===== src/rtl/ifu_fetch_align_if.sv =====
// Fetch-buffer bundle: F2 write side, decode handshake, slot outputs and fb status.
interface ifu_fetch_align_if;
  logic        ifc_fetch_req_f2;
  logic        ic_hit_f2;
  logic [31:1] ifc_fetch_addr_f2;
  logic [63:0] ic_data_f2;
  logic        ic_access_fault_f2;
  logic        exu_flush_final;
  logic        dec_takenbr;
  logic        dec_i0_ready;
  logic        dec_i1_ready;

  logic        ifu_i0_valid;
  logic [31:0] ifu_i0_instr;
  logic [31:1] ifu_i0_pc;
  logic        ifu_i0_pc4;
  logic        ifu_i0_icaf;
  logic        ifu_i1_valid;
  logic [31:0] ifu_i1_instr;
  logic [31:1] ifu_i1_pc;
  logic        ifu_i1_pc4;
  logic        ifu_i1_icaf;
  logic        ifu_fb_consume1;
  logic        ifu_fb_consume2;
  logic        ifu_fb_overflow;

  modport master (
    output ifc_fetch_req_f2, ic_hit_f2, ifc_fetch_addr_f2, ic_data_f2, ic_access_fault_f2,
           exu_flush_final, dec_takenbr, dec_i0_ready, dec_i1_ready,
    input  ifu_i0_valid, ifu_i0_instr, ifu_i0_pc, ifu_i0_pc4, ifu_i0_icaf,
           ifu_i1_valid, ifu_i1_instr, ifu_i1_pc, ifu_i1_pc4, ifu_i1_icaf,
           ifu_fb_consume1, ifu_fb_consume2, ifu_fb_overflow
  );

  modport slave (
    input  ifc_fetch_req_f2, ic_hit_f2, ifc_fetch_addr_f2, ic_data_f2, ic_access_fault_f2,
           exu_flush_final, dec_takenbr, dec_i0_ready, dec_i1_ready,
    output ifu_i0_valid, ifu_i0_instr, ifu_i0_pc, ifu_i0_pc4, ifu_i0_icaf,
           ifu_i1_valid, ifu_i1_instr, ifu_i1_pc, ifu_i1_pc4, ifu_i1_icaf,
           ifu_fb_consume1, ifu_fb_consume2, ifu_fb_overflow
  );
endinterface


===== src/rtl/ifu_fetch_align.sv =====
// Fetch buffer (4 x 64-bit bundles) and two-wide 16/32-bit instruction aligner.
// Optional RV_IFU_FB_FAULT_EN: per-entry access-fault storage and icaf reporting.
module ifu_fetch_align (
  input  logic             clk,
  input  logic             rst,
  ifu_fetch_align_if.slave fa
);
  localparam int unsigned FB_DEPTH  = 4;
  localparam int unsigned BUNDLE_HW = 4;
  localparam int unsigned HW_W      = 16;
  localparam int unsigned DATA_W    = BUNDLE_HW * HW_W;
  localparam int unsigned CNT_W     = 3;
  localparam int unsigned HWC_W     = 4;  // halfword count of the two-entry window (0..8)
  localparam int unsigned WIN_N     = 4;  // window positions an i0/i1 pair can reach

  typedef struct packed {
    logic [DATA_W-1:0] data;
    logic [31:3]       base_pc;
    logic [1:0]        start_hw;
  } fb_entry_t;

  fb_entry_t        ent_q [FB_DEPTH];
  fb_entry_t        ent_d [FB_DEPTH];
  logic [CNT_W-1:0] count_q, count_d, count_after;
  logic [1:0]       rdptr_q, rdptr_d;
  logic             overflow_q, overflow_d;
`ifdef RV_IFU_FB_FAULT_EN
  logic [FB_DEPTH-1:0] fault_q, fault_d;
`else
  logic unused_fault;
  assign unused_fault = fa.ic_access_fault_f2;
`endif

  logic [CNT_W-1:0] n0, n1;
  logic [HWC_W-1:0] total;
  logic [HW_W-1:0]  win_hw  [WIN_N];
  logic             win_src [WIN_N];
  logic [1:0]       win_idx [WIN_N];

  // Window: entry 0 from rdptr, then entry 1 from its own start halfword.
  always_comb begin
    n0    = (count_q != '0) ? CNT_W'(BUNDLE_HW) - CNT_W'(rdptr_q) : '0;
    n1    = (count_q >= CNT_W'(2)) ? CNT_W'(BUNDLE_HW) - CNT_W'(ent_q[1].start_hw) : '0;
    total = HWC_W'(n0) + HWC_W'(n1);
    for (int p = 0; p < WIN_N; p++) begin
      win_src[p] = 1'b0;
      win_idx[p] = rdptr_q + 2'(p);
      if (CNT_W'(p) >= n0) begin
        win_src[p] = 1'b1;
        win_idx[p] = ent_q[1].start_hw + 2'(CNT_W'(p) - n0);
      end
      win_hw[p] = ent_q[{1'b0, win_src[p]}].data[{win_idx[p], 4'b0000} +: HW_W];
    end
  end

  logic             is32_0, is32_1, i0_ok, i1_ok;
  logic [1:0]       len0, len1, pos1b;
  logic             take0, take1, flush, wr_req;
  logic [CNT_W-1:0] n_hw;
  logic [1:0]       drain;
  logic             f0, f1;

  // Length decode and sufficiency for both slots.
  always_comb begin
    is32_0 = (win_hw[0][1:0] == 2'b11);
    len0   = is32_0 ? 2'd2 : 2'd1;
    is32_1 = (win_hw[len0][1:0] == 2'b11);
    len1   = is32_1 ? 2'd2 : 2'd1;
    pos1b  = len0 + 2'd1;
    i0_ok  = (total >= HWC_W'(len0));
    i1_ok  = i0_ok && (total >= HWC_W'(len0) + HWC_W'(len1));
  end

  always_comb begin
    f0 = 1'b0;
    f1 = 1'b0;
`ifdef RV_IFU_FB_FAULT_EN
    f0 = fault_q[{1'b0, win_src[0]}] | (is32_0 & fault_q[{1'b0, win_src[1]}]);
    f1 = fault_q[{1'b0, win_src[len0]}] | (is32_1 & fault_q[{1'b0, win_src[pos1b]}]);
`endif
  end

  // Handshake, halfwords consumed and entries fully drained.
  always_comb begin
    flush  = fa.exu_flush_final | fa.dec_takenbr;
    wr_req = fa.ifc_fetch_req_f2 & fa.ic_hit_f2;
    take0  = i0_ok & fa.dec_i0_ready;
    take1  = take0 & i1_ok & fa.dec_i1_ready;
    n_hw   = (take0 ? CNT_W'(len0) : '0) + (take1 ? CNT_W'(len1) : '0);
    drain  = 2'd0;
    if ((count_q >= CNT_W'(2)) && (HWC_W'(n_hw) >= total)) begin
      drain = 2'd2;
    end else if ((count_q != '0) && (n_hw >= n0)) begin
      drain = 2'd1;
    end
  end

  // Next state: shift out drained entries, then place any write behind the survivors.
  always_comb begin
    ent_d       = ent_q;
    count_after = count_q - CNT_W'(drain);
    count_d     = count_after;
    rdptr_d     = rdptr_q + n_hw[1:0];
    overflow_d  = overflow_q;
`ifdef RV_IFU_FB_FAULT_EN
    fault_d     = fault_q >> drain;
`endif
    case (drain)
      2'd1: begin
        ent_d[0] = ent_q[1];
        ent_d[1] = ent_q[2];
        ent_d[2] = ent_q[3];
        rdptr_d  = ent_q[1].start_hw + 2'(n_hw - n0);
      end
      2'd2: begin
        ent_d[0] = ent_q[2];
        ent_d[1] = ent_q[3];
        rdptr_d  = ent_q[2].start_hw;
      end
      default: ;
    endcase
    if (count_after == '0) begin
      rdptr_d = '0;
    end
    if (flush) begin
      count_d = '0;
      rdptr_d = '0;
    end else if (wr_req) begin
      if (count_after < CNT_W'(FB_DEPTH)) begin
        ent_d[count_after[1:0]].data     = fa.ic_data_f2;
        ent_d[count_after[1:0]].base_pc  = fa.ifc_fetch_addr_f2[31:3];
        ent_d[count_after[1:0]].start_hw = fa.ifc_fetch_addr_f2[2:1];
`ifdef RV_IFU_FB_FAULT_EN
        fault_d[count_after[1:0]]        = fa.ic_access_fault_f2;
`endif
        count_d = count_after + CNT_W'(1);
        if (count_after == '0) begin
          rdptr_d = fa.ifc_fetch_addr_f2[2:1];
        end
      end else begin
        overflow_d = 1'b1;
      end
    end
  end

  always_ff @(posedge clk) begin
    if (rst) begin
      count_q    <= '0;
      rdptr_q    <= '0;
      overflow_q <= 1'b0;
    end else begin
      count_q    <= count_d;
      rdptr_q    <= rdptr_d;
      overflow_q <= overflow_d;
    end
  end

  // Payload storage; validity is carried entirely by count_q.
  always_ff @(posedge clk) begin
    ent_q <= ent_d;
  end

`ifdef RV_IFU_FB_FAULT_EN
  always_ff @(posedge clk) begin
    if (rst) begin
      fault_q <= '0;
    end else begin
      fault_q <= fault_d;
    end
  end
`endif

  // Slot outputs are zeroed while invalid so an empty buffer reads all-zero.
  assign fa.ifu_i0_valid = i0_ok;
  assign fa.ifu_i0_instr = !i0_ok ? '0 :
                           is32_0 ? {win_hw[1], win_hw[0]} : {16'h0000, win_hw[0]};
  assign fa.ifu_i0_pc    = i0_ok ? {ent_q[{1'b0, win_src[0]}].base_pc, win_idx[0]} : '0;
  assign fa.ifu_i0_pc4   = i0_ok & (is32_0 | f0);
  assign fa.ifu_i0_icaf  = i0_ok & f0;

  assign fa.ifu_i1_valid = i1_ok;
  assign fa.ifu_i1_instr = !i1_ok ? '0 :
                           is32_1 ? {win_hw[pos1b], win_hw[len0]} : {16'h0000, win_hw[len0]};
  assign fa.ifu_i1_pc    = i1_ok ? {ent_q[{1'b0, win_src[len0]}].base_pc, win_idx[len0]} : '0;
  assign fa.ifu_i1_pc4   = i1_ok & (is32_1 | f1);
  assign fa.ifu_i1_icaf  = i1_ok & f1;

  assign fa.ifu_fb_consume1 = (drain == 2'd1);
  assign fa.ifu_fb_consume2 = (drain == 2'd2);
  assign fa.ifu_fb_overflow = overflow_q;
endmodule


===== src/flat_wrapper.sv =====
// flat-port wrapper written by rule: the top's interface ports become plain ports
module ifu_fetch_align_flat 
  (clk, rst, fa_ifc_fetch_req_f2, fa_ic_hit_f2, fa_ifc_fetch_addr_f2, fa_ic_data_f2, fa_ic_access_fault_f2, fa_exu_flush_final, fa_dec_takenbr, fa_dec_i0_ready, fa_dec_i1_ready, fa_ifu_i0_valid, fa_ifu_i0_instr, fa_ifu_i0_pc, fa_ifu_i0_pc4, fa_ifu_i0_icaf, fa_ifu_i1_valid, fa_ifu_i1_instr, fa_ifu_i1_pc, fa_ifu_i1_pc4, fa_ifu_i1_icaf, fa_ifu_fb_consume1, fa_ifu_fb_consume2, fa_ifu_fb_overflow);
  ifu_fetch_align_if fa_i ();
  input  logic clk;
  input  logic rst;
  input wire logic [$bits(fa_i.ifc_fetch_req_f2)-1:0] fa_ifc_fetch_req_f2;
  input wire logic [$bits(fa_i.ic_hit_f2)-1:0] fa_ic_hit_f2;
  input wire logic [$bits(fa_i.ifc_fetch_addr_f2)-1:0] fa_ifc_fetch_addr_f2;
  input wire logic [$bits(fa_i.ic_data_f2)-1:0] fa_ic_data_f2;
  input wire logic [$bits(fa_i.ic_access_fault_f2)-1:0] fa_ic_access_fault_f2;
  input wire logic [$bits(fa_i.exu_flush_final)-1:0] fa_exu_flush_final;
  input wire logic [$bits(fa_i.dec_takenbr)-1:0] fa_dec_takenbr;
  input wire logic [$bits(fa_i.dec_i0_ready)-1:0] fa_dec_i0_ready;
  input wire logic [$bits(fa_i.dec_i1_ready)-1:0] fa_dec_i1_ready;
  output wire logic [$bits(fa_i.ifu_i0_valid)-1:0] fa_ifu_i0_valid;
  output wire logic [$bits(fa_i.ifu_i0_instr)-1:0] fa_ifu_i0_instr;
  output wire logic [$bits(fa_i.ifu_i0_pc)-1:0] fa_ifu_i0_pc;
  output wire logic [$bits(fa_i.ifu_i0_pc4)-1:0] fa_ifu_i0_pc4;
  output wire logic [$bits(fa_i.ifu_i0_icaf)-1:0] fa_ifu_i0_icaf;
  output wire logic [$bits(fa_i.ifu_i1_valid)-1:0] fa_ifu_i1_valid;
  output wire logic [$bits(fa_i.ifu_i1_instr)-1:0] fa_ifu_i1_instr;
  output wire logic [$bits(fa_i.ifu_i1_pc)-1:0] fa_ifu_i1_pc;
  output wire logic [$bits(fa_i.ifu_i1_pc4)-1:0] fa_ifu_i1_pc4;
  output wire logic [$bits(fa_i.ifu_i1_icaf)-1:0] fa_ifu_i1_icaf;
  output wire logic [$bits(fa_i.ifu_fb_consume1)-1:0] fa_ifu_fb_consume1;
  output wire logic [$bits(fa_i.ifu_fb_consume2)-1:0] fa_ifu_fb_consume2;
  output wire logic [$bits(fa_i.ifu_fb_overflow)-1:0] fa_ifu_fb_overflow;
  assign fa_i.ifc_fetch_req_f2 = fa_ifc_fetch_req_f2;
  assign fa_i.ic_hit_f2 = fa_ic_hit_f2;
  assign fa_i.ifc_fetch_addr_f2 = fa_ifc_fetch_addr_f2;
  assign fa_i.ic_data_f2 = fa_ic_data_f2;
  assign fa_i.ic_access_fault_f2 = fa_ic_access_fault_f2;
  assign fa_i.exu_flush_final = fa_exu_flush_final;
  assign fa_i.dec_takenbr = fa_dec_takenbr;
  assign fa_i.dec_i0_ready = fa_dec_i0_ready;
  assign fa_i.dec_i1_ready = fa_dec_i1_ready;
  assign fa_ifu_i0_valid = fa_i.ifu_i0_valid;
  assign fa_ifu_i0_instr = fa_i.ifu_i0_instr;
  assign fa_ifu_i0_pc = fa_i.ifu_i0_pc;
  assign fa_ifu_i0_pc4 = fa_i.ifu_i0_pc4;
  assign fa_ifu_i0_icaf = fa_i.ifu_i0_icaf;
  assign fa_ifu_i1_valid = fa_i.ifu_i1_valid;
  assign fa_ifu_i1_instr = fa_i.ifu_i1_instr;
  assign fa_ifu_i1_pc = fa_i.ifu_i1_pc;
  assign fa_ifu_i1_pc4 = fa_i.ifu_i1_pc4;
  assign fa_ifu_i1_icaf = fa_i.ifu_i1_icaf;
  assign fa_ifu_fb_consume1 = fa_i.ifu_fb_consume1;
  assign fa_ifu_fb_consume2 = fa_i.ifu_fb_consume2;
  assign fa_ifu_fb_overflow = fa_i.ifu_fb_overflow;
  ifu_fetch_align u_core (.clk(clk), .rst(rst), .fa(fa_i));
endmodule

===== config.mk =====
export PLATFORM = sky130hd
export DESIGN_NAME = ifu_fetch_align_flat
export DESIGN_NICKNAME = d
export VERILOG_FILES = /design/src/rtl/ifu_fetch_align_if.sv /design/src/rtl/ifu_fetch_align.sv /design/src/flat_wrapper.sv
export SDC_FILE = /design/constraint.sdc
export NUM_CORES = 1
export LEC_CHECK = 0
export ABC_CLOCK_PERIOD_IN_PS = 15600
export BUFFER_PORTS_ARGS = -buffer_cell sky130_fd_sc_hd__buf_2
export CORE_AREA = 2 2 193 195
export CTS_CLUSTER_SIZE = 25
export DETAILED_ROUTE_END_ITERATION = 10
export DIE_AREA = 0 0 195 197
export PLACE_DENSITY_LB_ADDON = 0.1
export SLEW_MARGIN = 5
export SYNTH_ARGS = -nofsm -noshare
export SYNTH_HDL_FRONTEND = slang
export SYNTH_SLANG_ARGS = --single-unit
export TNS_END_PERCENT = 5

===== constraint.sdc =====
create_clock -name clk -period 15.6 [get_ports clk]
set_clock_uncertainty 0.05 [all_clocks]
set_input_delay 3.12 -clock clk [delete_from_list [all_inputs] [get_ports clk]]
set_output_delay 3.12 -clock clk [all_outputs]
set_load 0.02 [all_outputs]

# --- After elaboration in Yosys (flattened, before gate mapping) ---
# Cells that the tools add are included.
classes:
  multipliers: 0
  eq_ne: 4
  shifts: 4
  div_mod_pow: 0
  order_cmp: 19
  n_reduce_logical: 9
  n_mux: 70
  n_addsub: 22
  bitwise: 17
ops:
  columns: ["op", "count"]
  rows:
  - ["$bwmux 380", 3]
  - ["$mux 380", 3]
  - ["$bmux 95 s2", 5]
  - ["$mux 95", 10]
  - ["$demux 95 s2", 3]
  - ["$pmux 190 s2", 1]
  - ["$shiftx 64x7->16", 4]
  - ["$mux 31", 5]
  - ["$mux 32", 4]
  - ["$bmux 16 s2", 2]
  - ["$mux 16", 4]
  - ["$mux 2", 16]
  - ["$ge 3x3->1 const B", 8]
  - ["$not 1->3", 5]
  - ["$add 2x2->2", 6]
  - ["$mux 3", 4]
  - ["$not 2->3", 3]
  - ["$mux 1", 7]
  - ["$add 2x2->3", 2]
  - ["$and 1x1->1", 6]
  - ["$eq 2x2->1 const B", 3]
  - ["$ge 1x3->1 const A", 2]
  - ["$ge 2x3->1 const A", 2]
  - ["$reduce_and 3->1", 2]
  - ["26 further kinds", 35]
totals:
  ff_bits: 386
  latch_bits: 0
  mem_bits_rw: 0
  word_cells: 160
  out_inout_bits: 135
  romBits: 0
  memories: 0

# --- Depth between registers and ports, before layout ---
# Gate-level depths: netlist of run 1.
logic_depth:
  depth_word: 40
  ltp_mapped: 43
  mapped_depth_nobuf: 35

# --- Least setup slack after synthesis of run 1 ---
# Ideal clock, no wire load.
synth_timing:
  path_kind: "reg-to-reg"
  start: "register u_core.rdptr_q[0]"
  end: "register (tool-made name)"
  slack_ns: 4.885
  synth_period_minus_slack_ns: 10.715
  path_stages_with_launch: 35
  required_time_ns: 15.086
  t_arrival_ns: 10.201
  setup_ns: 0.464
  cell_sequence: "dfxtp_1 > buf_2 > inv_2 > buf_1 > ha_1 > buf_4 > or2_0 > clkbuf_1 > o32a_1 > o221a_2 > a32oi_4 > clkbuf_1 > ha_1 > nand2b_1 > a21oi_1 > and3_1 > clkbuf_1 > inv_1 > nand2_1 > buf_2 > nor2_1 > fa_1 > ha_1 > a21boi_0 > o21ai_0 > a21oi_1 > clkbuf_1 > buf_1 > and2_1 > ha_1 > fa_1 > xnor2_1 > nand3_1 > nor3_1 > and2_1"
synth_rtl:
  columns: ["element", "line_no", "text"]
  rows:
  - ["start: declaration", "ifu_fetch_align.sv:25", "logic [1:0] rdptr_q, rdptr_d;"]
  - ["start signal: assignment", "ifu_fetch_align.sv:153", "rdptr_q <= rdptr_d;"]

# --- Worst setup path after layout of run 1 ---
layout_timing:
  start: "register u_core.count_q[2]"
  end: "output port fa_ifu_fb_consume1"
layout_between:
  elab_chain_cells: 29
layout_lines:
  columns: ["element", "line_no", "text"]
  rows:
  - ["start: declaration", "ifu_fetch_align.sv:24", "logic [CNT_W-1:0] count_q, count_d, count_after;"]
  - ["start signal: assignment", "ifu_fetch_align.sv:152", "count_q <= count_d;"]
  - ["$reduce_bool 3->1", "ifu_fetch_align.sv:42, ifu_fetch_align.sv:93", null]
  - ["$mux 3", "ifu_fetch_align.sv:42", "n0 = (count_q != '0) ? CNT_W'(BUNDLE_HW) - CNT_W'(rdptr_q) : '0;"]
  - ["$ge 1x3->1", "ifu_fetch_align.sv:48", "if (CNT_W'(p) >= n0) begin"]
  - ["$mux 1", "ifu_fetch_align.sv:48", null]
  - ["$not 1->3 (implied by the code)", "ifu_fetch_align.sv:52", "win_hw[p] = ent_q[{1'b0, win_src[p]}].data[{win_idx[p], 4'b0000} +: HW_W];"]
  - ["$bmux 95 s2", "ifu_fetch_align.sv:52", null]
  - ["$mux 95", null, null]
  - ["$mux 95 (implied by the code)", "ifu_fetch_align.sv:52", null]
  - ["(+12 left out)", null, null]
  - ["$and 1x1->1 (2 in a row)", "ifu_fetch_align.sv:88", "take1 = take0 & i1_ok & fa.dec_i1_ready;"]
  - ["$mux 2", "ifu_fetch_align.sv:89", "n_hw = (take0 ? CNT_W'(len0) : '0) + (take1 ? CNT_W'(len1) : '0);"]
  - ["$add 2x2->3", "ifu_fetch_align.sv:89", null]
  - ["$ge 3x3->1", "ifu_fetch_align.sv:93", "end else if ((count_q != '0) && (n_hw >= n0)) begin"]
  - ["$logic_and 1x1->1", "ifu_fetch_align.sv:93", null]
  - ["$mux 1", "ifu_fetch_align.sv:93", null]
  - ["$mux 2 (*)", "ifu_fetch_align.sv:91", "if ((count_q >= CNT_W'(2)) && (HWC_W'(n_hw) >= total)) begin"]
  - ["$eq 2x1->1 (*)", "ifu_fetch_align.sv:188", "assign fa.ifu_fb_consume1 = (drain == 2'd1);"]
  - ["end: declaration", "flat_wrapper.sv:26", "output wire logic [$bits(fa_i.ifu_fb_consume1)-1:0] fa_ifu_fb_consume1;"]
# Mark *: on every way between the ends. The rest lies on a longest branch, timed or not. The select of a mux whose other input is x is not followed.

==> qor.csv, run 1 <==
stage;metric;value;unit
worst_setup_path;critPathLaunchType;flop;
hold_path;hold_depth;2;
logic_synthesis;syn_avg_cell_area;8.89;µm²
sta;rsz0062_at_grt;no;
floorplan;fp.coreArea;36300;µm²
worst_setup_path;reg2reg_setup_slack;4.11;ns
logic_synthesis;ys_seq_area_share;37.0;%
sta;setup_slack;3.20;ns
worst_setup_path;required;12.43;ns
cts;cts_hold_buf;0;
cts;cts_root_buffer;clkbuf_16;
detailed_routing;via_per_inst;6.80;
sta;worst_slew_pin_slew;1.17;ns
job;drv_cap;0;
pwr;vdd_ir_drop_max;0.201;mV
global_routing;grt_pass1_wl;118000;µm
layout;nNetsFinal;2838;
sta;setup-violations-final;0;
worst_setup_path;critical_path.startpoint;u_core.count_q[2];
pwr;p_leak;11.2;nW
layout;final_cells;3212;
global_routing;gr-total-overflow;0;
floorplan;start_util;64.4;%
cts;cts_tree;done;
detailed_routing;final_antenna_net_count;0;
worst_setup_path;crit_fanout;41;
sta;hold_violations;0;
detailed_routing;first_iter_violations;2470;
global_routing;grt_util_all_layers;39.2;%
cts;path_clk_slew;0.06;ns
worst_setup_path;cp_common_cell;ha_1;
floorplan;dieHeight;197;µm
place;routabilityCongestion;0.896;
hold_path;hold_path.class;flop to flop;
logic_synthesis;ys_types;71;
worst_setup_path;cpMaxStageDelayCell;or3_1;
place;dpl_cell_area;24600;µm²
pwr;p_switching;2.90;mW
logic_synthesis;postSynthCellCount;2624;
sta;fin_crit;12.40;ns
cts;cts_resized;0;
pwr;p_int;3.55;mW
detailed_routing;wl_per_cell;23.7;µm
layout;drive_above_1_share;17.9;%
logic_synthesis;yosys.area.top_type;dfxtp_1;
logic_synthesis;async_flop_share;0;%
floorplan;placementRows;70;
logic_synthesis;yosys.area.top_type_share;24.8;%
sta;layout_worst_path_cycle_share;79.5;%
place;dp_cells;3126;
layout;fin_area;26100;µm²
pwr;p_clk_share;16.6;%
worst_setup_path;critical-path-max-stage-delay;0.68;ns
layout;area_delta_synth_final;11.8;%
logic_synthesis;synth_seq_cells;384;
logic_synthesis;yosys_most_used_dff;dfxtp_1;
global_routing;grt_max_degree;215;
logic_synthesis;syn_area;23300;µm²
worst_setup_path;setup.worst_path.class;flop to primary output;
detailed_routing;drc_errors;0;
worst_setup_path;r2r_start;u_core.count_q[2];
pwr;swShare;45.0;%
pwr;pwr-share-seq;30.2;%
worst_setup_path;critPathCaptureType;primary output;
logic_synthesis;synth_edf_count;95;
pwr;power.density;247;nW/µm²
global_routing;grt_pass1_vias;21016;
place;io_buffers;235;
layout;num-fill-cells;2795;
worst_setup_path;rr_worst_depth;37;
cts;clk_latency;0.58;ns
floorplan;ioPinCount;239;
detailed_routing;wirelength;76200;µm
sta;max_clock_freq;80.6;MHz
worst_setup_path;cp-endpoint;fa_ifu_fb_consume1;
cts;cts_sinks;384;
logic_synthesis;synthTopCellsByArea;dfxtp_1 25%, mux2i_1 13%, edfxtp_1 12%, a211oi_1 6.7%, mux4_2 6.3%;
cts;numCtsBuffers;43;
pwr;total_power;6.45;mW
cts;clockBufferDepth;3;
detailed_routing;vias;21826;
sta;relSlewSlack;22.2;%
cts;htreeDepth;2;
worst_setup_path;worstPathArrival;9.23;ns
floorplan;die-area;38400;µm²
run_status;outcome;finished clean;
worst_setup_path;r2r_end;u_core.ent_q[259];
sta;drv_slew;0;
detailed_routing;firstDrtPassIters;7;
place;pre_cts_slack;3.90;ns
logic_synthesis;ys_warn_count;0;
global_routing;grt_antenna_before_repair;18;
pwr;p_comb_share;53.2;%
floorplan;die_w;195;µm
sta;fin_setup_tns;0;ns
place;post-dp-hpwl;47400;µm
cts;postCtsSetupBuffers;0;
==> kinds of logic (layout without fill, tap and decap cells) <==
family                   count (synthesis)  after routing  share of synthesized area (%)
AND/OR/NAND/NOR                        829            829                           14.9
multiplexers                           377            377                           19.7
AO/OA/AOI/OAI                          721            721                           21.5
flip-flops                             384            384                           37.0
adder cells (fa/ha/maj)                 31             31                           1.76
XOR/XNOR                                10             10                          0.408
other                                    1              9                         0.0161
buffers and inverters                  271            383                           4.72
==> layout make-up <==
cell class                 instances  area, µm²  share of cell area [%]
multi-input combinational       1970      13700                    52.6
sequential                       384       8640                    33.1
timing repair buffer             275       1510                    5.80
clock buffer                      62       1300                    4.99
tap                              468        586                    2.24
clock inverter                    17        196                   0.753
inverter                          29        111                   0.427
antenna                            7       17.5                  0.0671
==> layout by cell type (no fill, tap or decap), types with 4 or more instances in the layout <==
cell type,count
clkinv_2,8
buf_2,235
nand3_1,141
a21oi_1,185
clkbuf_8,9
mux4_2,65
xnor2_1,7
nor3_1,4
nor2_1,321
dfxtp_1,289
edfxtp_1,95
a21o_1,190
o21ai_0,38
a22o_1,16
a311oi_1,14
mux2i_1,308
nor3b_1,14
clkbuf_16,46
nand2b_1,7
ha_1,27
bufinv_16,4
buf_4,37
a21oi_2,12
a211oi_1,208
diode_2,7
mux2_2,4
nand2_1,306
o21ai_2,11
nor2b_1,8
a31o_2,14
inv_1,25
clkbuf_1,7
==> power groups by stage <==
stage	Combinational, mW	Clock, mW	Sequential, mW
finish	3.43	1.07	1.95
global placement	3.24	0	1.90
floorplan	2.53	0	1.73
detailed placement	3.34	0	1.93
global route	3.68	1.11	1.98
CTS	3.37	1.07	1.91
==> cell usage after synthesis, types with 15 or more instances <==
cell and count:
edfxtp_1 95, a21o_1 190, buf_2 35, o21ai_0 39, a22o_1 16, buf_1 15
nand3_1 141, clkbuf_1 183, inv_1 26, a21oi_1 187, mux4_2 65, ha_1 28
dfxtp_1 289, nor2_1 323, a211oi_1 208, mux2i_1 308, nand2_1 307
==> routing by layer <==
metal | wire length, µm | track usage [%]
met5 | 95 | 0
met4 | 3520 | 18.3
met3 | 9090 | 10.1
met2 | 34200 | 61.0
met1 | 29300 | 51.4
==> per-stage QoR <==
stage / utilization (%) / hold slack, ns
after global routing: 72.0 / 0.476
after detailed placement: 67.8 / 0.431
after global placement: 67.8 / 0.406
final: 72.0 / 0.446
after CTS: 71.9 / 0.447
after floorplan: - / 0.478
==> how the worst min path moves through the flow <==
stage	start	endpoint	slack (ns)
floorplan	u_core.ent_q[141]	u_core.ent_q[141]	0.48
global placement	u_core.fa.ifu_fb_overflow	u_core.fa.ifu_fb_overflow	0.41
detailed placement	u_core.fa.ifu_fb_overflow	u_core.fa.ifu_fb_overflow	0.43
CTS	u_core.fa.ifu_fb_overflow	u_core.fa.ifu_fb_overflow	0.45
global route	u_core.fa.ifu_fb_overflow	u_core.fa.ifu_fb_overflow	0.48
finish	u_core.fa.ifu_fb_overflow	u_core.fa.ifu_fb_overflow	0.45
==> critical path: cells and delay by family (launching register included) <==
family	cells	cell delay [ns]
AO/OA/AOI/OAI	9	1.72
XOR/XNOR	1	0.38
adder cells (fa/ha/maj)	6	1.95
buffers and inverters	5	1.59
flip-flops	1	0.49
AND/OR/NAND/NOR	8	2.48
Note: power is estimated with default switching activity, not from simulation.
==> run 2: changes to the inputs <==
--- a/config.mk
+++ b/config.mk
@@ -5,12 +5,12 @@
 export SDC_FILE = /design/constraint.sdc
 export NUM_CORES = 1
 export LEC_CHECK = 0
-export ABC_CLOCK_PERIOD_IN_PS = 15600
+export ABC_CLOCK_PERIOD_IN_PS = 10700
 export BUFFER_PORTS_ARGS = -buffer_cell sky130_fd_sc_hd__buf_2
-export CORE_AREA = 2 2 193 195
+export CORE_AREA = 2 2 211 213
 export CTS_CLUSTER_SIZE = 25
 export DETAILED_ROUTE_END_ITERATION = 10
-export DIE_AREA = 0 0 195 197
+export DIE_AREA = 0 0 213 215
 export PLACE_DENSITY_LB_ADDON = 0.1
 export SLEW_MARGIN = 5
 export SYNTH_ARGS = -nofsm -noshare
==> constraint.sdc (replaced) <==
create_clock -name clk -period 10.7 [get_ports clk]
set_clock_uncertainty 0.05 [all_clocks]
set_input_delay 2.14 -clock clk [delete_from_list [all_inputs] [get_ports clk]]
set_output_delay 2.14 -clock clk [all_outputs]
set_load 0.02 [all_outputs]
==> qor.csv, run 2 (synthesis results as in run 1) <==
stage;metric;value;unit;change
worst_setup_path;cpMaxStageDelayCell;or3_1;;
worst_setup_path;cp-endpoint;fa_ifu_fb_consume1;;
worst_setup_path;setup.worst_path.class;flop to primary output;;
floorplan;fp.coreArea;43600;µm²;+20%
worst_setup_path;required;8.51;ns;-3.92 ns
worst_setup_path;r2r_start;u_core.count_q[1];;
sta;setup-violations-final;0;;unchanged
worst_setup_path;critPathTopFamily;adder cells;;
layout;multi_input_area;13700;µm²;about the same
sta;drv_slew;0;;unchanged
layout;final_core_util;60.5;%;-12 points
worst_setup_path;critical_path.startpoint;u_core.count_q[1];;
place;post-dp-hpwl;50600;µm;+6.7%
layout;drive_above_1_share;18.0;%;+0.14 points
worst_setup_path;worstPathArrival;8.10;ns;-1.13 ns
global_routing;grt_pass1_wl;119000;µm;+0.54%
cts;clk_latency;0.58;ns;about the same
cts;cts_tree;done;;
cts;htreeDepth;2;;unchanged
worst_setup_path;critPathCaptureType;primary output;;
layout;regArea;8640;µm²;unchanged
run_status;outcome;finished clean;;
layout;final_common_cell;nor2_1;;
cts;path_clk_slew;0.06;ns;about the same
detailed_routing;wirelength;77900;µm;+2.3%
global_routing;grt_max_degree;129;;-40%
hold_path;hp-start;u_core.fa.ifu_fb_overflow;;
cts;cts_hold_buf;0;;unchanged
worst_setup_path;reg2reg_setup_slack;0.88;ns;-3.23 ns
floorplan;ioPinCount;239;;unchanged
worst_setup_path;critical-path-max-stage-delay;0.67;ns;about the same
detailed_routing;final_antenna_net_count;0;;unchanged
sta;relSlewSlack;24.9;%;+2.6 points
place;io_buffers;235;;unchanged
floorplan;die_w;213;µm;+9.2%
cts;cts_root_buffer;clkbuf_16;;
worst_setup_path;cp_num_buf_inv;4;;-1
sta;hold_violations;0;;unchanged
worst_setup_path;critical_path_depth;28;;-3.4%
pwr;vdd_ir_drop_max;0.250;mV;+24%
sta;max_clock_freq;97.2;MHz;
sta;worst_slew_pin_slew;1.13;ns;-0.0395 ns
layout;area_delta_synth_final;13.1;%;
global_routing;grt_pass1_vias;20067;;-4.5%
detailed_routing;wl_per_cell;23.3;µm;-1.7%
floorplan;start_util;53.5;%;-11 points
worst_setup_path;rr_worst_depth;35;;-5.4%
worst_setup_path;cp_common_cell;ha_1;;
global_routing;grt_antenna_before_repair;4;;-14
detailed_routing;firstDrtPassIters;6;;-1
worst_setup_path;critPathLaunchType;flop;;
detailed_routing;first_iter_violations;2273;;-8.0%
job;drv_cap;0;;unchanged
layout;antenna_cells;0;;-7
detailed_routing;vias;21294;;-2.4%
cts;clockBufferDepth;3;;unchanged
sta;fin_crit;10.29;ns;
hold_path;hold_path.class;flop to flop;;
layout;num-fill-cells;3787;;+35%
worst_setup_path;crit_fanout;20;;-51%
sta;layout_worst_path_cycle_share;96.1;%;
floorplan;die-area;45800;µm²;+19%
cts;numCtsBuffers;45;;+4.7%
layout;nNetsFinal;2847;;+0.32%
layout;final_cell_mix;321 x nor2_1, 308 x mux2i_1, 306 x nand2_1;;
floorplan;dieHeight;215;µm;+9.1%
detailed_routing;drc_errors;0;;unchanged
global_routing;gr-total-overflow;0;;unchanged
detailed_routing;via_per_inst;6.37;;-6.2%
hold_path;hold_depth;2;;unchanged
floorplan;placementRows;77;;+10%
worst_setup_path;r2r_end;u_core.ent_q[241];;
sta;timing.hold.ws;0.432;ns;-0.0136 ns
sta;fin_setup_tns;0;ns;unchanged
pwr;p_leak;11.3;nW;+0.46%
cts;cts_sinks;384;;unchanged
place;routabilityCongestion;0.929;;+3.8%
global_routing;grt_util_all_layers;33.6;%;-5.6 points
pwr;power.density;360;nW/µm²;+46%
## run 2: cell count changes in the layout (fill, tap and decap cells not counted), moves of 4 or more
cell      change
clkbuf_8      -6
buf_12        +5
clkinv_1      +4
diode_2       -7
## run 2: area by class of cell
class	count	area share, %
tap	592	2.81
timing repair buffer	282	6.17
multi-input combinational	1970	52.1
clock inverter	25	1.04
clock buffer	59	4.74
inverter	29	0.422
sequential	384	32.7
## run 2: report_power, final
part	total (mW)	internal (mW)	switching (mW)	leakage, nW
Clock	1.59	0.950	0.638	0.739
Combinational	5.00	2.16	2.85	7.23
Sequential	2.90	2.09	0.818	3.29
Total	9.49	5.19	4.30	11.3
## run 2: tightest hold or removal path, cell delays in order (launching register included)
cell and delay, ns:
dfxtp_1 0.33, nor2_1 0.05, nor2_1 0.07
## run 2: timing repair
action	in CTS	in global routing
setup endpoints to repair	0	1
buffers inserted	0	0
gates resized for setup	0	1
## run 2: per-layer routing
metal / up-vias / routed length [µm] / global-route usage (%)
li1: 9741 / - / -
met1: 10316 / 32900 / 46.5
met2: 1038 / 34300 / 50.5
met3: 191 / 7250 / 6.85
met4: 8 / 3460 / 15.0
met5: - / 51 / 0
## run 2: worst min path at each step
stage / end / slack, ns
3_5_place_dp: u_core.fa.ifu_fb_overflow / 0.42
3_3_place_gp: u_core.fa.ifu_fb_overflow / 0.40
2_1_floorplan: u_core.ent_q[141] / 0.48
6_report: u_core.fa.ifu_fb_overflow / 0.43
5_1_grt: u_core.fa.ifu_fb_overflow / 0.49
4_1_cts: u_core.fa.ifu_fb_overflow / 0.43
## run 2: through the flow
stage / cells / setup WS, ns / area [µm²] / total power, mW
2_1_floorplan: 2625 / 1.03 / 23300 / 6.22
3_3_place_gp: 3257 / 1.05 / 24900 / 7.62
3_5_place_dp: 3257 / 0.825 / 24900 / 7.79
4_1_cts: 3341 / 0.317 / 26400 / 9.40
5_1_grt: 3341 / -0.000112 / 26400 / 10.0
6_report: 3341 / 0.414 / 26400 / 9.49
